## src/rtl/module_control_pkg.sv

```systemverilog
// Shared encodings for the Mini-CPU control stage: FSM states, opcodes and
// instruction-register field positions.
package module_control_pkg;

  localparam logic [2:0] S_OFF    = 3'd0;
  localparam logic [2:0] S_FETCH  = 3'd1;
  localparam logic [2:0] S_DECODE = 3'd2;
  localparam logic [2:0] S_READ   = 3'd3;
  localparam logic [2:0] S_CALC   = 3'd4;
  localparam logic [2:0] S_WAIT   = 3'd5;
  localparam logic [2:0] S_STORE  = 3'd6;
  localparam logic [2:0] S_SHOW   = 3'd7;

  typedef enum logic [2:0] {
    OP_LOAD    = 3'b000,
    OP_ADD     = 3'b001,
    OP_ADDI    = 3'b010,
    OP_SUB     = 3'b011,
    OP_SUBI    = 3'b100,
    OP_MUL     = 3'b101,
    OP_CLEAR   = 3'b110,
    OP_DISPLAY = 3'b111
  } opcode_t;

  localparam int IR_W     = 18;
  localparam int OP_MSB   = 17;
  localparam int OP_LSB   = 15;
  localparam int DST_MSB  = 14;
  localparam int DST_LSB  = 11;
  localparam int SRC1_MSB = 10;
  localparam int SRC1_LSB = 7;
  localparam int SRC2_MSB = 6;
  localparam int SRC2_LSB = 3;
  localparam int SIGN_BIT = 6;
  localparam int IMM_MSB  = 5;
  localparam int IMM_LSB  = 0;

  // Register-register forms take their second operand from the bank.
  function automatic logic uses_src2(input opcode_t op);
    return (op == OP_ADD) || (op == OP_SUB);
  endfunction

  function automatic logic writes_dest(input opcode_t op);
    return (op != OP_CLEAR) && (op != OP_DISPLAY);
  endfunction

endpackage

```

## src/rtl/module_regfile.sv

```systemverilog
// 16x16 register bank: two combinational read ports, one synchronous write
// port and a synchronous clear-all that overrides the write.
module module_regfile #(
  parameter int NREGS = 16,
  parameter int AW    = $clog2(NREGS)
) (
  input  logic          clk,
  input  logic          rst_n,
  input  logic [AW-1:0] rd_addr_a,
  output logic [15:0]   rd_data_a,
  input  logic [AW-1:0] rd_addr_b,
  output logic [15:0]   rd_data_b,
  input  logic          we,
  input  logic [AW-1:0] wr_addr,
  input  logic [15:0]   wr_data,
  input  logic          clr
);

  logic [15:0] mem [NREGS];

  // NOTE: the bank is built from flops, not a RAM macro, so it can take the
  // async reset; a RAM-inferred array must never be reset this way.
  always_ff @(posedge clk or negedge rst_n) begin
    if (!rst_n) begin
      for (int i = 0; i < NREGS; i++) mem[i] <= '0;
    end else if (clr) begin
      for (int i = 0; i < NREGS; i++) mem[i] <= '0;
    end else if (we) begin
      mem[wr_addr] <= wr_data;
    end
  end

  assign rd_data_a = mem[rd_addr_a];
  assign rd_data_b = mem[rd_addr_b];

endmodule

```

## src/rtl/module_control.sv

```systemverilog
// Mini-CPU control stage: fetches an instruction on a send press, reads
// operands, handshakes with the ALU, writes back and latches the display.
module module_control
  import module_control_pkg::*;
#(
  parameter int NREGS   = 16,
  parameter int TIMEOUT = 8
) (
  input  logic        clk,
  input  logic        rst_n,
  input  logic        power,
  input  logic        send,
  input  logic [17:0] instr,
  input  logic        decoded,
  input  logic        calculated,
  input  logic [15:0] valorGuardarULA,
  output logic [2:0]  stateCPU,
  output logic [2:0]  opcode,
  output logic        sinalImm,
  output logic [5:0]  Imm,
  output logic [15:0] v1ULA,
  output logic [15:0] v2ULA,
  output logic [15:0] dispValue,
  output logic [3:0]  dispReg,
  output logic [2:0]  dispOp,
  output logic        dispValid,
  output logic        timeoutErr
);

  localparam int              CW      = $clog2(TIMEOUT + 1);
  localparam logic [CW-1:0]   TO_LAST = CW'(TIMEOUT - 1);

  logic [2:0]      state;
  logic [IR_W-1:0] ir;
  logic [15:0]     result;
  logic [CW-1:0]   cnt;
  logic            send_s1, send_s2, send_prev, press;
  opcode_t         op;
  logic [3:0]      dst, src1, src2;
  logic [3:0]      rd_addr_a;
  logic [15:0]     rd_data_a, rd_data_b;
  logic            rf_we, rf_clr;

  assign op    = opcode_t'(ir[OP_MSB:OP_LSB]);
  assign dst   = ir[DST_MSB:DST_LSB];
  assign src1  = ir[SRC1_MSB:SRC1_LSB];
  assign src2  = ir[SRC2_MSB:SRC2_LSB];
  assign press = send_s2 & ~send_prev;

  // History is primed as "pressed" so a button held through reset needs a
  // release before it can fire.
  always_ff @(posedge clk or negedge rst_n) begin
    if (!rst_n) begin
      send_s1   <= 1'b1;
      send_s2   <= 1'b1;
      send_prev <= 1'b1;
    end else begin
      send_s1   <= send;
      send_s2   <= send_s1;
      send_prev <= send_s2;
    end
  end

  // NOTE: every signal written in always_comb gets a default first, so no
  // path leaves it unassigned and no latch is inferred.
  always_comb begin
    rd_addr_a = src1;
    if (state == S_SHOW && op != OP_DISPLAY) rd_addr_a = dst;
  end

  assign rf_we  = (state == S_STORE) && writes_dest(op);
  assign rf_clr = !power || ((state == S_STORE) && (op == OP_CLEAR));

  module_regfile #(.NREGS(NREGS), .AW(4)) u_rf (
    .clk       (clk),
    .rst_n     (rst_n),
    .rd_addr_a (rd_addr_a),
    .rd_data_a (rd_data_a),
    .rd_addr_b (src2),
    .rd_data_b (rd_data_b),
    .we        (rf_we),
    .wr_addr   (dst),
    .wr_data   (result),
    .clr       (rf_clr)
  );

  // NOTE: sequential state uses non-blocking assignments so every flop
  // samples the pre-edge values, independent of statement order.
  always_ff @(posedge clk or negedge rst_n) begin
    if (!rst_n) begin
      state      <= S_OFF;
      ir         <= '0;
      result     <= '0;
      cnt        <= '0;
      v1ULA      <= '0;
      v2ULA      <= '0;
      dispValue  <= '0;
      dispReg    <= '0;
      dispOp     <= '0;
      dispValid  <= 1'b0;
      timeoutErr <= 1'b0;
    end else if (!power) begin
      state      <= S_OFF;
      ir         <= '0;
      result     <= '0;
      cnt        <= '0;
      v1ULA      <= '0;
      v2ULA      <= '0;
      dispValue  <= '0;
      dispReg    <= '0;
      dispOp     <= '0;
      dispValid  <= 1'b0;
      timeoutErr <= 1'b0;
    end else begin
      case (state)
        S_OFF: state <= S_FETCH;
        S_FETCH: begin
          if (press) begin
            ir    <= instr;
            cnt   <= '0;
            state <= S_DECODE;
          end
        end
        S_DECODE: begin
          if (decoded) begin
            state <= S_READ;
          end else if (cnt == TO_LAST) begin
            timeoutErr <= 1'b1;
            state      <= S_FETCH;
          end else begin
            cnt <= cnt + 1'b1;
          end
        end
        S_READ: begin
          v1ULA <= rd_data_a;
          v2ULA <= uses_src2(op) ? rd_data_b : 16'h0000;
          cnt   <= '0;
          state <= S_CALC;
        end
        S_CALC: begin
          if (calculated) begin
            result <= valorGuardarULA;
            state  <= S_WAIT;
          end else if (cnt == TO_LAST) begin
            timeoutErr <= 1'b1;
            state      <= S_FETCH;
          end else begin
            cnt <= cnt + 1'b1;
          end
        end
        S_WAIT:  state <= S_STORE;
        S_STORE: state <= S_SHOW;
        S_SHOW: begin
          // The bank already holds the STORE write, giving write-first display.
          dispValue  <= rd_data_a;
          dispReg    <= rd_addr_a;
          dispOp     <= ir[OP_MSB:OP_LSB];
          dispValid  <= 1'b1;
          timeoutErr <= 1'b0;
          state      <= S_FETCH;
        end
        default: state <= S_OFF;
      endcase
    end
  end

  assign stateCPU = state;
  assign opcode   = ir[OP_MSB:OP_LSB];
  assign sinalImm = ir[SIGN_BIT];
  assign Imm      = ir[IMM_MSB:IMM_LSB];

endmodule

```

## config.mk

```make
export PLATFORM = sky130hd
export DESIGN_NAME = module_control
export DESIGN_NICKNAME = d
export VERILOG_FILES = /design/src/rtl/module_control_pkg.sv /design/src/rtl/module_regfile.sv /design/src/rtl/module_control.sv
export SDC_FILE = /design/constraint.sdc
export NUM_CORES = 1
export LEC_CHECK = 0
export CORE_MARGIN = 2
export CORE_UTILIZATION = 28
export DETAILED_ROUTE_END_ITERATION = 10
export GPL_TIMING_DRIVEN = 0
export PLACE_DENSITY = 0.44
export SYNTH_ARGS = -nofsm -noshare
export SYNTH_HDL_FRONTEND = slang
export SYNTH_SLANG_ARGS = --single-unit
```

## constraint.sdc

```tcl
create_clock -name clk -period 5.7 [get_ports clk]
set_input_delay 1.14 -clock clk [delete_from_list [all_inputs] [get_ports clk]]
set_output_delay 1.14 -clock clk [all_outputs]
set_load 0.005 [all_outputs]
```

# Yosys cells after proc, flatten, opt, wreduce, memory -nomap -nowiden
# Cells that the tools add are included.
# word_totals
reg_bits,357
latchBits,0
ramBits,0
mem_bits_ro,0
output_inout_bits,70
word_cells,127
n_memories,0
# op_classes
n_addsub,1
multipliers,0
div_mod_pow,0
magnitude_cmp,4
n_eq_ne,24
shift,0
muxes,48
n_bitwise,5
reduce_logical,15
# ops
cell,n
$mux 256,2
$bwmux 256,1
$mux 16,15
$bmux 16 s4,2
$demux 16 s4,1
$mux 18,3
$mux 4,8
$mux 3,7
$pmux 3 s7,1
$pmux 4 s4,1
$eq 3x3->1 const B,5
$ge 5x5->1 const B,3
$ne 3x3->1 const B,5
$not 4->5,3
$ne 2x1->1 const B,6
$eq 3x2->1 const B,3
$eq 3x1->1 const B,2
$mux 1,6
$logic_and 1x1->1,5
$lt 5x1->1 const B,1
$ne 5x1->1 const B,1
$add 4x1->4 const B,1
$eq 4x3->1 const B,1
$ne 4x1->1 const B,1
11 further kinds,13

# Logic depth before layout (Yosys ltp)
# logic_depth
ltp_word,9
depth_mapped,10

# By module
# From an unflattened synthesis, not the netlist that was laid out.
# hier_totals
hier_cells,1930
hier_area_um2,19210.9
# by_module_without_submodules
mod,n_inst,cells_per_inst,area_per_inst_um2,seq_area_each_um2
module_regfile,1,1484,14898.0,6406.1
module_control,1,446,4312.9,2531.2

# Worst setup path before layout
# No wires, ideal clock.
# synth_timing
kind,input port to flip-flop
from,in calculated
to,reg cnt[0]
setup_time_ns,0.125
arrival_ns,2.094
required_time_ns,5.575
path_slack_ns,3.482
stages,6
n_path_buf,0
path_cell_list,nor2b_1 > nand2_1 > a21oi_1 > a31oi_1 > o21ai_0 > mux2_2
# synth_via
elab_chain_len,2
# synth_rtl
element,line_no,source
from (decl),module_control.sv:15,"input logic calculated,"
$ne 3x3->1 (no source line),-,
$reduce_and 4->1 (no source line),-,
to (signal assigned),module_control.sv:131,cnt <= cnt + 1'b1;
to (signal assigned),module_control.sv:148,cnt <= cnt + 1'b1;
to (decl),module_control.sv:36,logic [CW-1:0] cnt;
# No other way between the ends.
# A chain may end at the register's enable or synchronous reset.

# Worst setup path after layout
# layout_timing
from,"reg state[1], in the netlist stateCPU[1]"
to,reg v1ULA[10]
# layout_via
elab_chain_len,9
word_cells_on_any_way,11
cone_classes,3 x eq/ne; 6 x mux; 1 x bitwise; 1 x reduce/logical
# layout_rtl
element,line_no,source
from (decl),module_control.sv:33,logic [2:0] state;
from (signal assigned),module_control.sv:91,state <= S_OFF;
from (signal assigned),module_control.sv:103,state <= S_OFF;
from (signal assigned),module_control.sv:116,S_OFF: state <= S_FETCH;
$eq 3x3->1,module_control.sv:68,if (state == S_SHOW && op != OP_DISPLAY) rd_addr_a = dst;
$logic_and 1x1->1,module_control.sv:68,
$mux 4,module_control.sv:68,
$not 4->5 (not written as such),module_regfile.sv:33,assign rd_data_a = mem[rd_addr_a];
$bmux 16 s4,module_regfile.sv:33,
$mux 16 (not written as such) (2 in series),module_regfile.sv:33,
$mux 16,module_control.sv:115,case (state)
$mux 16,module_control.sv:102,end else if (!power) begin
to (signal assigned),module_control.sv:135,v1ULA <= rd_data_a;
to (decl),module_control.sv:21,"output logic [15:0] v1ULA,"
# Parallel ways exist; a longest one is shown, timed or not. The select of a mux whose other input is x is not followed.

==> metrics <==
worst reg2reg setup slack=0.76 ns; Tot Pwr=6.107 mW; die area=0.08402 mm^2; Slew @ Worst Pin=1.471 ns; final hold vios=0; total gr overflow=0; CP required=6.16 ns; Post-Layout Cell Count=3750; Detailed Routing Iterations Pass 1=10; Tmin final=4.939 ns; RSZ-0062 raised after global routing=no; vias per std cell=5.914; Setup-failing EPs final=0; Slew Viols, Final=0; Yosys cell types=54; Worst EP arrival=5.39 ns; Area growth, synth to finish=17.35%; Async SR Flop Fraction=100.0%; crit-path max cell delay=0.84 ns; Post-Route WL=117700 um; Worst Reg-to-Reg Cells=9; CP Launch Type=flop; crit path cell chain=buf_4, nand3_1, clkbuf_1, clkbuf_1, a211oi_1, a311oi_1, mux2i_1, mux2i_1, o221ai_1; Gate power share=10.7%; WL/cell=31.40 um; die width=289.9 um; storage element area=0.008937 mm^2; CP max-delay cell=mux2i_1; Ys Warns=0; clk_skew=0.03241 ns; clock tree buffer depth=3; Sw Pwr=1.720 mW; Max-Cap Viols=0; Num CTS Buffers=44; Core ar.=0.08068 mm^2; Leak=10.32 nW; Top Family by Delay on Critical Path=buffers and inverters; Critical R2R Launch=stateCPU[1]; hold crit path type=flop to flop; 1st-iter DRT viols=2701; post-synthesis sequential area ratio=39.06%; share of power burned in registers=42.0%; CP max FO=10; Max Freq=0.2025 GHz; CTS tree=built; initial antenna violation count=9; number of global-route vias before repair=21290; Place WS=0.9933 ns; fin nets=2694; worst r2r dst=v1ULA[10]; WHS=0.3562 ns; Int Pwr=4.386 mW; final worst path period share=86.65%; drt drc=0; HPWL Detailed=90200 um; cell area after placement=0.02541 mm^2; Slew Limit Headroom=1.910%; GP Congestion=0.9744; CP Launch Point=stateCPU[1]; first-pass GRT wire length=165800 um; post-route ant nets=0; setup TNS=0 ns; PostCTS Resize Cnt=0; synthesized area=0.02288 mm^2; ys flop type=dfrtp_1; Buf/Inv on CP=3; largest net degree at the start of global routing=96; Clk pwr share=47.2%; post-layout util=33.28%; WP depth=9; share of cells above drive strength 1=8.305%; placed cells=3667; root buffer cell=clkbuf_16; Layout fillers=8441; design area=0.02685 mm^2; die height=289.9 um; Post-synth EDFFs=0; Post-CTS Hold Fix Bufs=0; Setup Fix Bufs, Post-CTS=0; Final WS setup=0.7610 ns; GR Util All Layers=27.33%; Critical Path Sink Type=flop; clk slew on worst S/H paths=0.06 ns; synthesized flop and latch total=357; end of the critical path=v1ULA[10]; syn nets=2535; maximum VDD drop=182.8 uV; # H-tree levels=2; status=complete, no violations; starting density of the core=28.36%; Vias=22180; Port Buffers=109; Avg Cell Area, Syn=9.174 um^2; CP Class=flop to flop; IO Pins=110; clk sinks=357; sw frac=28.17%; Pwr Density=227.4 mW/mm^2; multi-input logic area=0.01260 mm^2; Post-Syn Instances=2494; # rows=104; worst skew pair latency=0.62 ns
[cells in the final DEF, fill, tap and decap left out, types with 3 or more instances in the layout]
cell type,Yosys,final
nand2_1,501,501
dfrtp_1,354,354
clkbuf_1,241,252
mux2i_1,192,192
a21oi_1,175,175
nand2b_1,132,132
a211oi_1,128,128
a311oi_1,128,128
o211a_1,124,124
nand3_1,121,121
clkdlybuf4s50_1,0,108
nor2_1,106,106
mux4_2,80,80
clkbuf_16,0,44
buf_2,36,36
o221ai_1,32,32
o21ai_0,22,22
a21boi_0,19,19
buf_4,18,18
inv_1,18,18
and3_1,7,7
nor2b_1,6,6
clkbuf_8,0,6
clkinv_2,0,6
diode_2,0,5
buf_1,5,5
nor3b_1,4,4
clkinvlp_4,0,4
buf_16,0,4
buf_6,3,3
and2_1,3,3
nand3b_1,3,3
bufinv_16,0,3
dfstp_2,3,3
[flip-flops by register name, summed over array words and instances, names as in the netlist]
register and cells:
dispOp 3, send_s2 1, stateCPU 3, ir 18, dispReg 4, dispValid 1, v2ULA 16, send_s1 1
timeoutErr 1, cnt 4, result 16, send_prev 1, v1ULA 16, u_rf.mem 256, dispValue 16
[cell type report]
| cell class | count | share of cell area (%) |
|---|---|---|
| repair buffers | 113 | 4.492 |
| clock inverters | 16 | 0.7270 |
| clock buffers | 62 | 4.576 |
| well taps | 1060 | 4.940 |
| plain buffers | 303 | 4.744 |
| multi-input cells | 1816 | 46.94 |
| inverters | 18 | 0.2516 |
| diodes | 5 | 0.04660 |
| flip-flops and latches | 357 | 33.29 |
[logic make-up (layout without fill, tap and decap cells)]
group / after synthesis / after routing / share of synthesized area [%]
flip-flops: 357 / 357 / 39.06
buffers and inverters: 321 / 512 / 5.857
other: 0 / 5 / 0
adder cells (fa/ha/maj): 1 / 1 / 0.05468
AO/OA/AOI/OAI: 640 / 640 / 21.10
AND/OR/NAND/NOR: 898 / 898 / 17.40
XOR/XNOR: 2 / 2 / 0.07658
multiplexers: 275 / 275 / 16.45
[power by group through the flow]
stage	logic [mW]	clock network [mW]	registers (mW)
floorplan	0.338	0	2.60
detailed placement	0.644	0	2.61
CTS	0.645	2.93	2.56
finish	0.656	2.89	2.57
global placement	0.629	0	2.62
global route	0.686	3.02	2.56
[cells in the mapped netlist, types with 3 or more instances]
master,instances,area share (%)
a211oi_1,128,4.2
a21boi_0,19,0.62
a21oi_1,175,3.8
a311oi_1,128,4.9
and2_1,3,0.082
and3_1,7,0.19
buf_1,5,0.082
buf_2,36,0.79
buf_4,18,0.59
buf_6,3,0.15
clkbuf_1,241,4.0
dfrtp_1,354,39
dfstp_2,3,0.34
inv_1,18,0.30
mux2i_1,192,8.4
mux4_2,80,7.9
nand2_1,501,8.2
nand2b_1,132,3.6
nand3_1,121,2.6
nand3b_1,3,0.098
nor2_1,106,1.7
nor2b_1,6,0.16
nor3b_1,4,0.13
o211a_1,124,5.4
o21ai_0,22,0.48
o221ai_1,32,1.2
[worst min-delay path by stage]
stage             from      end  slack (ns)  cells past startpoint
5_1_grt        send_s1  send_s2        0.36                      0
3_5_place_dp   send_s1  send_s2        0.35                      0
2_1_floorplan  send_s1  send_s2        0.35                      0
4_1_cts        send_s1  send_s2        0.36                      0
6_report       send_s1  send_s2        0.36                      0
3_3_place_gp   send_s1  send_s2        0.35                      0
[routing by layer]
metal | global-route usage (%) | vias up | share of wire, %
met2 | 42.53 | 1118 | 45
met3 | 5.530 | 268 | 8.2
met5 | 0 | - | 0.026
met4 | 13.22 | 6 | 5.4
li1 | - | 9413 | -
met1 | 36.30 | 11370 | 41
(Power assumes the default switching activity.)
==> edit (same settings) <==
Register the outputs `opcode`, `sinalImm` and `Imm`, with the module's reset; this adds one clock of latency there. The other outputs are not delayed to match.
--- a/src/rtl/module_control.sv
+++ b/src/rtl/module_control.sv
@@ -166,7 +166,15 @@
 
   assign stateCPU = state;
-  assign opcode   = ir[OP_MSB:OP_LSB];
-  assign sinalImm = ir[SIGN_BIT];
-  assign Imm      = ir[IMM_MSB:IMM_LSB];
+  always_ff @(posedge clk or negedge rst_n) begin
+    if (!rst_n) begin
+      opcode   <= '0;
+      sinalImm <= '0;
+      Imm      <= '0;
+    end else begin
+      opcode   <= ir[OP_MSB:OP_LSB];
+      sinalImm <= ir[SIGN_BIT];
+      Imm      <= ir[IMM_MSB:IMM_LSB];
+    end
+  end
 
 endmodule
Formal check against the unedited RTL: no difference found for any inputs over 4 cycles, from zero or initial values and one cycle with rst_n low; that may be too few to reach the edited logic, so the function may still have changed.
==> edit against the original RTL <==
- area after synthesis fell by 9.3%
- sequential cell count grew 10
- worst setup slack improved by 1000 ps
- design area shrank 8.5%
- routed wire length is 18% lower
- critical path depth down 3
- clock skew rose by 1.1 ps
- sequential share of layout area is 4.1 points higher
- total power rose by 2.8%
- cell count is 13% lower
- via count is 18% lower
==> edit: results (changes against the original RTL) <==
Placed Area 23140 µm² (-9.0%); DR WL/cell 29.68 µm (-5.5%); Area contributors post-synth dfrtp_1, mux4_2, nand2_1; worst reg2reg path depth 6 (-3); layout cells sized above 1 12.20% (+3.9 points); Worst R2R Start ir[11]; # resized after CTS 0 (unchanged); initial antenna violation count 3 (-6); worst min path class reg -> reg; sw frac 29.06% (+0.89 points); Final nets 2311 (-14%); hold path endpoint send_s2; starting DRC count in detailed routing 2123 (-21%); Ant. Diodes 0 (-5); sequential share of the synthesized area 44.29% (+5.2 points); Final HPWL DP 77400 µm (-14%); Ys Warns 0 (unchanged); maximum number of pins on one net before global-route repair 116 (+21%); Reg clk slew, reported paths 60 ps (about the same); r2r endpoint dispValue[15]; status complete, no violations; Fill cells 7460 (-12%); setup repair bufs after CTS 0 (unchanged); syn nets 2153 (-15%); CP max stage delay 900 ps (+60 ps); Synth async-reset ratio 100.0% (unchanged); DRT Pass-1 Iters 6 (-4); flop-to-flop setup slack 1770 ps (+1010 ps); Vias/cell 5.594 (-5.4%); GR Util All Layers 25.08% (-2.3 points); min-delay src send_s1; worst ir drop on vdd 0.1974 mV (+8.0%); biggest regs u_rf.mem: 256 flops, ir: 18 flops; Critical Path Slowest Stage Cell clkbuf_1; gpl congestion 0.9981 (+2.4%); Clk Latency, worst-skew pair 620 ps (about the same); static leakage 9.714 nW (-5.9%); first-pass GRT wire length 137800 µm (-17%); Setup Skew 33.54 ps (+1.134 ps); Worst slew margin 9.193% (+7.3 points); Synth top cells by count dfrtp_1, nand2_1, clkbuf_1; number of flops mapped to enable cells by yosys 0 (unchanged); depth of the worst hold-timing path 0 (unchanged); Arr. time, crit path 4330 ps (-1060 ps); clk buf depth 3 (unchanged); CTS buffer count 44 (unchanged); number of global-route vias before repair 18.45k (-13%); Hold Slack 355.5 ps (-0.7370 ps); pre-CTS setup slack 1366 ps (+372.3 ps); Unique masters post-synth 62 (+15%)
-- edit: cell count changes in the layout (fill, tap and decap cells not counted), moves of 48 or more --
cell	before	now
nand2_1	501	350
a311oi_1	128	0
nand2b_1	132	10
o211a_1	124	3
a211oi_1	128	19
o21ai_0	22	110
clkbuf_1	252	178
mux2i_1	192	130
nor2_1	106	159
a211o_1	0	48
nand3_1	121	73
-- edit: worst max-delay path, delay by kind of cell, from the launching register on --
| family | cells | cell delay [ps] |
|---|---|---|
| and+or+nand+nor | 1 | 150 |
| buffers and inverters | 2 | 1450 |
| DFF | 1 | 350 |
| AOI/OAI and AO/OA | 3 | 1770 |
-- edit: area by class of cell --
| class | instances | area, µm² | area share [%] |
|---|---|---|---|
| buffer | 219 | 903.4 | 3.679 |
| clock buffer | 57 | 1200 | 4.886 |
| clock inverter | 23 | 210.2 | 0.8560 |
| inverter | 34 | 127.6 | 0.5197 |
| multi-input combinational | 1492 | 10550 | 42.96 |
| sequential | 367 | 9188 | 37.41 |
| tap | 959 | 1200 | 4.886 |
| timing repair buffer | 112 | 1179 | 4.800 |
-- edit: worst max-delay path by stage --
stage	start	to	slack (ps)	depth (start not counted)
finish	ir[11]	dispValue[15]	1770	6
global route	power	u_rf.mem[210]	1800	7
CTS	ir[11]	dispValue[15]	1940	6
detailed placement	power	u_rf.mem[155]	1370	7
global placement	rst_n	u_rf.mem[251]	-13440	1
floorplan	power	v1ULA[10]	3080	5
-- edit: cell families after synthesis --
family	after synthesis	synth area share, %
fa+ha+maj	1	0.06030
buf+inv	253	4.970
xor+xnor	1	0.04223
compound gates	511	16.35
simple gates	704	14.88
mux	275	19.41
flops	367	44.29
-- edit: power groups by stage --
stage	Sequential [mW]	Clock (mW)	Combinational, mW
after global placement	2.71	0	0.763
after floorplan	2.70	0	0.397
after CTS	2.66	2.90	0.778
after detailed placement	2.71	0	0.777
after global routing	2.66	3.00	0.824
final	2.66	2.84	0.779
-- edit: stage by stage --
stage | power (mW) | util (%) | std cells
after floorplan | 3.096 | - | 2112
after global placement | 3.475 | 31.47 | 3180
after detailed placement | 3.485 | 31.60 | 3183
after CTS | 6.342 | 33.53 | 3263
after global routing | 6.492 | 33.54 | 3263
final | 6.277 | 33.54 | 3263
-- edit: per-layer routing --
metal,track usage [%],vias up,part of all wire [%]
met5,0,-,0.011
li1,-,8018,-
met3,4.673,128,7.3
met4,6.571,2,2.5
met1,35.92,9352,45
met2,38.84,754,45
